<file path="config.mk">
export PLATFORM = sky130hd
export DESIGN_NAME = ssi_display_arbiter
export DESIGN_NICKNAME = d
export VERILOG_FILES = /design/src/rtl/ssi_display_arbiter.sv
export SDC_FILE = /design/constraint.sdc
export NUM_CORES = 1
export LEC_CHECK = 0
export CAP_MARGIN = 20
export CORE_MARGIN = 1
export CORE_UTILIZATION = 49
export DETAILED_ROUTE_END_ITERATION = 7
export PLACE_DENSITY = 0.76
export SYNTH_ARGS = -nofsm -noshare
export SYNTH_HDL_FRONTEND = slang
export SYNTH_SLANG_ARGS = --single-unit
</file>
<file path="constraint.sdc">
create_clock -name i_clk -period 4.75 [get_ports i_clk]
set_clock_uncertainty 0.15 [all_clocks]
set_input_delay 0.475 -clock i_clk [delete_from_list [all_inputs] [get_ports i_clk]]
set_output_delay 0.475 -clock i_clk [all_outputs]
set_load 0.01 [all_outputs]
</file>
<file path="src/rtl/ssi_display_arbiter.sv">
// Picks which 14-bit value drives the 4-digit display: live BPM, the tempo being edited (blinking),
// or a transient message that is held for a fixed time. Priority is EDIT > MSG > BPM.
module ssi_display_arbiter #(
    parameter int unsigned HOLD_CYCLES  = 50_000_000,
    parameter int unsigned BLINK_CYCLES = 12_500_000
) (
    input  logic        i_clk,
    input  logic        i_reset,
    input  logic [13:0] i_bpm_count,
    input  logic        i_edit_active,
    input  logic [13:0] i_edit_value,
    input  logic        i_msg_valid,
    input  logic [13:0] i_msg_value,
    output logic        o_msg_ready,
    output logic [13:0] o_number,
    output logic        o_blank,
    output logic [1:0]  o_source,
    output logic        o_load
);

    localparam int unsigned HoldW  = (HOLD_CYCLES > 1) ? $clog2(HOLD_CYCLES) : 1;
    localparam int unsigned BlinkW = (BLINK_CYCLES > 1) ? $clog2(BLINK_CYCLES) : 1;
    localparam logic [HoldW-1:0]  HoldLoad  = HoldW'(HOLD_CYCLES - 1);
    localparam logic [BlinkW-1:0] BlinkLast = BlinkW'(BLINK_CYCLES - 1);
    localparam logic [13:0]       MaxNum    = 14'd9999;

    typedef enum logic [1:0] {
        S_BPM  = 2'd0,
        S_EDIT = 2'd1,
        S_MSG  = 2'd2
    } state_e;

    state_e            state_q, state_d;
    logic [HoldW-1:0]  hold_q, hold_d;
    logic [BlinkW-1:0] blink_q, blink_d;
    logic [13:0]       msg_q, msg_d;
    logic [13:0]       number_q, number_d;
    logic              blank_q, blank_d;
    logic              load_q, load_d;
    logic              msg_ready;
    logic              msg_accept;
    logic [13:0]       sel_value;

    // Ready is gated by reset so nothing can be handed over while the block is held in reset.
    assign msg_ready  = i_reset && !i_edit_active && (state_q != S_EDIT);
    assign msg_accept = i_msg_valid && msg_ready;

    always_comb begin
        state_d = state_q;
        hold_d  = hold_q;
        msg_d   = msg_q;

        if (i_edit_active) begin
            // Editing pre-empts everything and throws away any message being held.
            state_d = S_EDIT;
            hold_d  = '0;
            msg_d   = '0;
        end else if (state_q == S_EDIT) begin
            state_d = S_BPM;
        end else if (msg_accept) begin
            state_d = S_MSG;
            hold_d  = HoldLoad;
            msg_d   = i_msg_value;
        end else if (state_q == S_MSG) begin
            if (hold_q == '0) begin
                state_d = S_BPM;
            end else begin
                hold_d = hold_q - 1'b1;
            end
        end
    end

    always_comb begin
        blink_d = '0;
        blank_d = 1'b0;
        // Counter only runs while staying in edit, so entry always starts from a visible phase.
        if ((state_q == S_EDIT) && (state_d == S_EDIT)) begin
            if (blink_q == BlinkLast) begin
                blink_d = '0;
                blank_d = ~blank_q;
            end else begin
                blink_d = blink_q + 1'b1;
                blank_d = blank_q;
            end
        end
    end

    // Selecting on the next state keeps o_number aligned with o_source.
    always_comb begin
        unique case (state_d)
            S_EDIT:  sel_value = i_edit_value;
            S_MSG:   sel_value = msg_d;
            default: sel_value = i_bpm_count;
        endcase
        number_d = (sel_value > MaxNum) ? MaxNum : sel_value;
        load_d   = (number_d != number_q) || (blank_d != blank_q);
    end

    always_ff @(posedge i_clk or negedge i_reset) begin
        if (!i_reset) begin
            state_q  <= S_BPM;
            hold_q   <= '0;
            blink_q  <= '0;
            msg_q    <= '0;
            number_q <= '0;
            blank_q  <= 1'b0;
            load_q   <= 1'b0;
        end else begin
            state_q  <= state_d;
            hold_q   <= hold_d;
            blink_q  <= blink_d;
            msg_q    <= msg_d;
            number_q <= number_d;
            blank_q  <= blank_d;
            load_q   <= load_d;
        end
    end

    assign o_msg_ready = msg_ready;
    assign o_number    = number_q;
    assign o_blank     = blank_q;
    assign o_source    = state_q;
    assign o_load      = load_q;

endmodule

</file>
# After elaboration in Yosys (flattened, before gate mapping)
# Cells that the tools add are included.
# W data, S select, Z words.
# totals
output_inout_bits	19
elab_cells	49
in_bits	46
regBits	82
# classes
order_cmp	1
eq_ne	10
n_reduce_logical	9
n_mux	19
bitwise_logic	1
add_sub_neg	2
# op_table
cell	n
$mux W26	5
$mux W14	4
$mux W24	2
$pmux W14 S2	1
$logic_not A26 Y1	1
$sub A26 B1 Y26 const B	1
$add A24 B1 Y24 const B	1
$eq A24 B24 Y1 const B	1
$gt A14 B14 Y1 const B	1
$ne A14 B14 Y1	1
$mux W2	5
$eq A2 B1 Y1 const B	2
$eq A2 B2 Y1 const B	2
$logic_and A1 B1 Y1	4
$ne A3 B3 Y1 const B	1
$reduce_and A3 Y1	1
$reduce_bool A3 Y1	1
$mux W1	2
$ne A2 B1 Y1 const B	1
$ne A2 B2 Y1 const B	1
$logic_not A1 Y1	1
$logic_or A1 B1 Y1	1
$ne A1 B1 Y1	1
$not A1 Y1	1

# Logic depth before layout (Yosys ltp)
# Gate-level depths: netlist of the first run.
# logic_depth
ltp_word	13
ltp_mapped	18

# Least setup slack after synthesis of the first run
# No wires, ideal clock.
# synth_timing
kind	register -> register
startpoint	register hold_q[5]
endpoint	register load_q (netlist: o_load)
t_arrival_ns	4.572
path_stages_with_launch	18
path_slack_ns	-0.111
required_time_ns	4.462
path_cell_list	dfrtp_1 or4_4 or4_4 nor4_1 a41oi_1 o21ai_0 ha_1 buf_2 inv_1 nand3_2 clkbuf_1 o21a_2 clkinv_1 o21ai_0 nand3_1 o221ai_1 or3_1 or4_1
# synth_via
elab_chain_len	12
# synth_lines
element	line_no	text
from (decl)	34	logic [HoldW-1:0] hold_q, hold_d;
from (signal assigned)	110	hold_q <= hold_d;
$logic_not A26 Y1 (*)	65	if (hold_q == '0) begin
$mux W2 (*)	65	
$mux W2 (*)	64	end else if (state_q == S_MSG) begin
$mux W2 (*)	60	end else if (msg_accept) begin
$mux W2 (*)	58	end else if (state_q == S_EDIT) begin
$mux W2 (*)	53	if (i_edit_active) begin
$eq A2 B2 Y1 / $eq A2 B1 Y1 (equally long branches)	90	unique case (state_d)
$pmux W14 S2 (*)	90	
$gt A14 B14 Y1	95	number_d = (sel_value > MaxNum) ? MaxNum : sel_value;
$mux W14 (*)	95	
via number_d[13]	37	logic [13:0] number_q, number_d;
$ne A14 B14 Y1 (*)	96	load_d = (number_d != number_q) || (blank_d != blank_q);
$logic_or A1 B1 Y1 (*)	96	
via load_d	39	logic load_q, load_d;
to (signal assigned)	115	load_q <= load_d;
to (decl)	39	
# Mark *: on every way through the listed nets, which the timed path passes. The rest lies on a longest branch.
# A chain may end at the register's enable or synchronous reset.

# Final worst setup path of the first run
# layout_timing
startpoint	register hold_q[5]
endpoint	register load_q (netlist: o_load)
# layout_via
elab_chain_len	12
# layout_lines
element	line_no
$logic_not A26 Y1 (*)	65
$mux W2 (*)	65
$mux W2 (*)	64
$mux W2 (*)	60
$mux W2 (*)	58
$mux W2 (*)	53
$eq A2 B2 Y1 / $eq A2 B1 Y1 (equally long branches)	90, 77
$pmux W14 S2	90
$gt A14 B14 Y1	95
$mux W14	95
$ne A14 B14 Y1	96
$logic_or A1 B1 Y1 (*)	96
via load_d	39
# Marks and branches as above.

==> flow_summary.json, run 1 <==
{
  "outcome": "finished clean",
  "clock_latency_ps": 350,
  "die-area_um2": 9240,
  "hold_buffers": 0,
  "vias": 3742,
  "timing.critical_path.arrival_ps": 4610,
  "whs_ps": 29.2,
  "cp.required_ps": 4820,
  "pwr_density_cell_nw_per_um2": 306,
  "mostFrequentLayoutCells": "82 x dfrtp_1, 63 x clkdlybuf4s50_1, 61 x nor2_1, 32 x nand2_1, 32 x a21oi_1",
  "ys.flop_type": "dfrtp_1",
  "synthArstFlopShare_pct": 100,
  "antenna_found_initial": 0,
  "slew_headroom_pct": 56.3,
  "report.final.slew_viol_count": 0,
  "grtUsageTotal_pct": 24.9,
  "layout-drive-gt1-share_pct": 13.9,
  "ys_warn_count": 0,
  "first_iter_violations": 155,
  "grt_pass1_vias": 3650,
  "area_growth_pct": 27.9,
  "yosys.area_share.simple_pct": 21.6,
  "die_h_um": 96.1,
  "ys_ff_latch": 82,
  "fp.coreArea_um2": 8380,
  "cts_root_buffer": "clkbuf_8",
  "regToRegSetupSlack_ps": 210,
  "switching_share_pct": 28.2,
  "post-place-cells": 631,
  "synth.top_cells.by_area": "dfrtp_1 47%, nor2_1 5.3%, xnor2_1 4.6%",
  "synth-compound-area-share_pct": 15.5,
  "cts_tree": "built",
  "row_count": 33,
  "synth_cell_type_count": 63,
  "fin_crit_sh_pct": 95.7,
  "io_buffers": 64,
  "crit_fanout": 6,
  "antennaDiodeCount": 0,
  "worst_pin_slew_ps": 656,
  "peakVddDrop_uv": 161,
  "hold_class": "in -> async",
  "hold_violations": 0,
  "synth_seq_area_share_pct": 47.3,
  "grt_overflow": 0,
  "p_seq_share_pct": 44.9,
  "synthCells": 451,
  "final.setup.tns_ps": 0,
  "max-cap-violations": 0,
  "synth_top_cell_area_share_pct": 47.3,
  "cts_sinks": 82,
  "ios": 65,
  "internal_power_uw": 1220,
  "leakage_uw": 0.00232,
  "numCtsBuffers": 9,
  "path_clk_slew_ps": 80,
  "syn_avg_cell_area_um2": 9.62,
  "syn_area_um2": 4340,
  "cts_buffer_depth": 2,
  "startpoint_type": "register",
  "routed_wirelength_mm": 10.7,
  "mostFrequentLayoutCell": "dfrtp_1",
  "viasPerCell": 5.76,
  "nets": 590,
  "synth_top_cell_by_area": "dfrtp_1",
  "utilization_pct": 66.2,
  "endpoint_kind": "register",
  "final_cells": 650,
  "p_comb_share_pct": 21.3,
  "ant_nets": 0,
  "clock.fmax_mhz": 220,
  "finalSetupViolations": 0,
  "p_switching_uw": 478,
  "wire_per_inst_um": 16.5,
  "hpwl_mm": 7.82,
  "die_width_um": 96.1,
  "globalplace.congestion": 0.982,
  "synth.area.mux_share_pct": 2.80,
  "synth_edf_count": 0,
  "path_class": "reg -> reg",
  "drt_first_pass_iters": 4,
  "initial_core_util_pct": 51.8,
  "synthAdderAreaFrac_pct": 1.15,
  "drcViolationCount": 0,
  "synthesis.nets": 501,
  "htreeDepth": 3,
  "min_period_ps": 4540,
  "grt_max_degree": 51,
  "synth_xor_area_share_pct": 8.68,
  "synth_top_family_by_area": "simple AND/OR/NAND/NOR gates",
  "grt_pass1_wl_mm": 17.3,
  "clock_power_share_pct": 33.8
}
critical path, cell delays in order (launching register included):
cell      delay (ps)
dfrtp_1          390
or4_4            530
or4_4            450
nor4_4           190
a41oi_1          160
o21ai_1          200
ha_1             310
buf_4            190
a22oi_1          170
o21a_1           260
a41oi_4          180
o21ai_4          230
o221ai_1         130
or3_1            390
or4_1            480
power by group through the flow:
| stage | sequential [uW] | clock, uW | combinational, uW |
|---|---|---|---|
| 4_1_cts | 762 | 583 | 352 |
| 3_3_place_gp | 775 | 0 | 342 |
| 2_1_floorplan | 774 | 0 | 179 |
| 3_5_place_dp | 774 | 0 | 345 |
| 5_1_grt | 767 | 608 | 393 |
| 6_report | 763 | 574 | 361 |
worst paths after layout:
| check | startpoint | depth (start not counted) | end |
|---|---|---|---|
| setup / recovery | hold_q[5] | 14 | o_load |
| hold / removal | i_reset | 2 | o_number[4] |
| setup reg to reg | hold_q[5] | 14 | o_load |
| hold reg to reg | blink_q[0] | 1 | blink_q[0] |
| max in group asynchronous | i_reset | 2 | o_source[1] |
| min in group i_clk | blink_q[0] | 1 | blink_q[0] |
stage by stage:
step / area (um2) / power (uW) / setup WS [ps]
5_1_grt: 5550 / 1770 / -26.5
3_5_place_dp: 5250 / 1120 / -95.9
4_1_cts: 5500 / 1700 / 44.5
3_3_place_gp: 5250 / 1120 / 55.4
6_report: 5550 / 1700 / 206
2_1_floorplan: 4350 / 953 / 32.6
final cells by class:
type	instances	area [um2]
Sequential cell	82	2050
Inverter	17	63.8
Tap cell	105	131
Clock buffer	10	138
Multi-Input combinational cell	337	2220
Timing Repair Buffer	93	856
Clock inverter	6	90.1
Fill cell	670	2830
timing repair:
item / CTS / global route
buffers inserted: 1 / 2
cloned: 0 / 0
setup endpoints to repair: 1 / 1
pin swaps: 0 / 4
gates resized for setup: 3 / 8
endpoints found under the hold margin: 0 / 0
kinds of logic after synthesis:
group | Yosys count
flip-flops | 82
multiplexers | 12
XOR/XNOR | 43
buffers and inverters | 32
AND/OR/NAND/NOR | 178
AO/OA/AOI/OAI | 100
adder cells (fa/ha/maj) | 4
registers in the layout, indices dropped and copies added (netlist names):
signal    cells
hold_q       26
msg_q        14
blink_q      24
o_load        1
o_blank       1
o_source      2
o_number     14
routing by layer:
layer | share of wire [%] | track usage [%] | wire (um)
met5 | 0 | 0 | 0
met4 | 2.5 | 10.9 | 267
met3 | 4.7 | 3.79 | 501
met2 | 47 | 40.1 | 5030
met1 | 46 | 33.1 | 4930
cells in the mapped netlist (all sizes together), types with 3 or more instances:
cell type	n
or3	7
and3	4
nor2	64
and2	4
ha	4
o21a	10
clkbuf	10
o22ai	3
nand3b	5
nor4	8
nand4	7
buf	5
o31ai	3
nand2	33
o21ai	19
o221ai	4
dfrtp	82
a22oi	12
nor3b	3
nor3	10
xor2	20
or4	8
nand2b	3
mux2i	11
xnor2	23
nand3	17
inv	16
a21oi	32
(Power assumes the default switching activity.)
==> inputs of run 2 (changes only) <==
PLACE_DENSITY = 0.88   (was 0.76)
SLEW_MARGIN = 20   (was default)
==> run 2 against run 1 <==
  * Final cell count up 0.46%
  * Final area up 0.81%
  * Routed wire length up 3.8%
  * Critical endpoint unchanged
==> flow_summary.json, run 2 (synthesized netlist as in run 1, its figures left out) <==
{
  "path_class": "reg -> reg",
  "antenna_found_initial": 0,
  "die_width_um": 96.1,
  "cts_root_buffer": "clkbuf_8",
  "grt_max_degree": 69,
  "leakage_uw": 0.00233,
  "slowest_stage": "or4_4",
  "initial_core_util_pct": 51.8,
  "use_met3_pct": 3.55,
  "nets": 593,
  "clock_power_share_pct": 31.3,
  "hold_violations": 0,
  "timing.critical_path.arrival_ps": 4640,
  "htreeDepth": 3,
  "endpoint_kind": "register",
  "mostFrequentLayoutCells": "82 x dfrtp_1, 63 x clkdlybuf4s50_1, 61 x nor2_1, 32 x nand2_1, 32 x a21oi_1",
  "die-area_um2": 9240,
  "numCtsBuffers": 9,
  "routed_wirelength_mm": 11.1,
  "wire_per_inst_um": 17.1,
  "cts_sinks": 82,
  "switching_share_pct": 29.9,
  "report.final.slew_viol_count": 0,
  "startpoint_type": "register",
  "clock.fmax_mhz": 220,
  "min_period_ps": 4560,
  "area_growth_pct": 28.9,
  "antennaDiodeCount": 0,
  "crit_chain": "or4_4 -> or4_4 -> nor4_4 -> a41oi_1 -> o21ai_1 -> ha_1 -> buf_4 -> a22oi_1 -> o21a_1 -> a41oi_4 -> o21ai_4 -> o221ai_1 -> or3_1 -> or4_1",
  "peakVddDrop_uv": 179,
  "viasPerCell": 5.89,
  "grtUsageTotal_pct": 26.2,
  "cp_common_cell": "or4_4",
  "pwr_density_cell_nw_per_um2": 296,
  "grt_pass1_vias": 3861,
  "ios": 65,
  "layout-drive-gt1-share_pct": 14.8,
  "fp.coreArea_um2": 8380,
  "path_clk_slew_ps": 90,
  "power.total_uw": 1660,
  "first_iter_violations": 230,
  "globalplace.congestion": 0.933,
  "p_seq_share_pct": 46.0,
  "top_register": "hold_q",
  "cpPeakStageDelay_ps": 560,
  "p_switching_uw": 495,
  "worst_pin_slew_ps": 861,
  "clock_latency_ps": 360,
  "grt_overflow": 0,
  "grt_pass1_wl_mm": 18.2,
  "vias": 3847,
  "die_h_um": 96.1,
  "fin_crit_sh_pct": 95.9,
  "slew_headroom_pct": 42.6,
  "finalSetupViolations": 0,
  "hold_class": "reg -> reg",
  "top_usage_layer": "met2",
  "top_regs": "hold_q: 26 flops, blink_q: 24 flops",
  "internal_power_uw": 1160,
  "cp.required_ps": 4830,
  "use_met1_pct": 34.3,
  "ant_nets": 0,
  "largest_reg_flops": 26,
  "p_comb_share_pct": 22.6,
  "met2_usage_pct": 42.8,
  "outcome": "finished clean",
  "hpwl_mm": 8.07,
  "cts_buffer_depth": 2,
  "crit_fanout": 6,
  "row_count": 33,
  "io_buffers": 64,
  "cts_tree": "built",
  "mostFrequentLayoutCell": "dfrtp_1",
  "drt_first_pass_iters": 5,
  "drcViolationCount": 0,
  "final.setup.tns_ps": 0,
  "fillers": 621,
  "max-cap-violations": 0
}
[run 2: critical path: cells and delay by family (launching register included)]
family | cells | cell delay, ps
fa+ha+maj | 1 | 310
flops | 1 | 380
buf+inv | 1 | 190
simple gates | 5 | 2060
compound gates | 7 | 1340
[run 2: metrics by stage]
step           setup slack [ps]  utilization, %  instances  hold slack (ps)  instance area (um2)
3_3_place_gp               30.6            62.7        630              210                 5250
4_1_cts                    73.6            65.5        647              350                 5490
3_5_place_dp               -151            62.7        630              213                 5250
2_1_floorplan              32.6               -        451             29.4                 4350
6_report                    195            66.8        653              351                 5600
5_1_grt                   -75.5            66.8        653              371                 5600
[run 2: final cells by class]
class / count / area (um2) / share of cell area, %
repair buffers: 96 / 906 / 16.2
clock buffers: 9 / 124 / 2.21
multi-input cells: 337 / 2240 / 40.1
flip-flops and latches: 82 / 2050 / 36.7
well taps: 105 / 131 / 2.35
inverters: 17 / 63.8 / 1.14
clock inverters: 7 / 76.3 / 1.36
[run 2: power by group through the flow]
stage / clock network, uW / registers, uW / logic, uW
2_1_floorplan: 0 / 774 / 179
3_3_place_gp: 0 / 774 / 344
3_5_place_dp: 0 / 773 / 350
4_1_cts: 525 / 761 / 358
5_1_grt: 555 / 766 / 407
6_report: 519 / 762 / 375
[run 2: timing repair]
item,CTS,global route
gates resized for setup,5,10
cloned,0,0
buffers inserted,0,6
setup endpoints to repair,1,1
hold buffers,1,0
pin swaps,0,7
hold endpoints to repair,14,0
[run 2: final timing paths]
| path | slack [ps] | from | cells after the start | endpoint |
|---|---|---|---|---|
| min in group asynchronous | 370 | i_reset | 2 | o_source[1] |
| worst min register to register | 350 | blink_q[0] | 1 | blink_q[0] |
| worst min-delay path | 350 | blink_q[0] | 1 | blink_q[0] |
| max in group asynchronous | 2960 | i_reset | 3 | msg_q[11] |
| worst max register to register | 190 | hold_q[5] | 14 | o_load |
| worst max-delay path | 190 | hold_q[5] | 14 | o_load |
[run 2: layer usage]
layer	share of wire [%]	up-vias	routed length, um
met5	0	-	0
met4	2.8	0	308
met3	4.9	24	545
met2	48	134	5400
met1	44	1887	4880
li1	-	1802	-
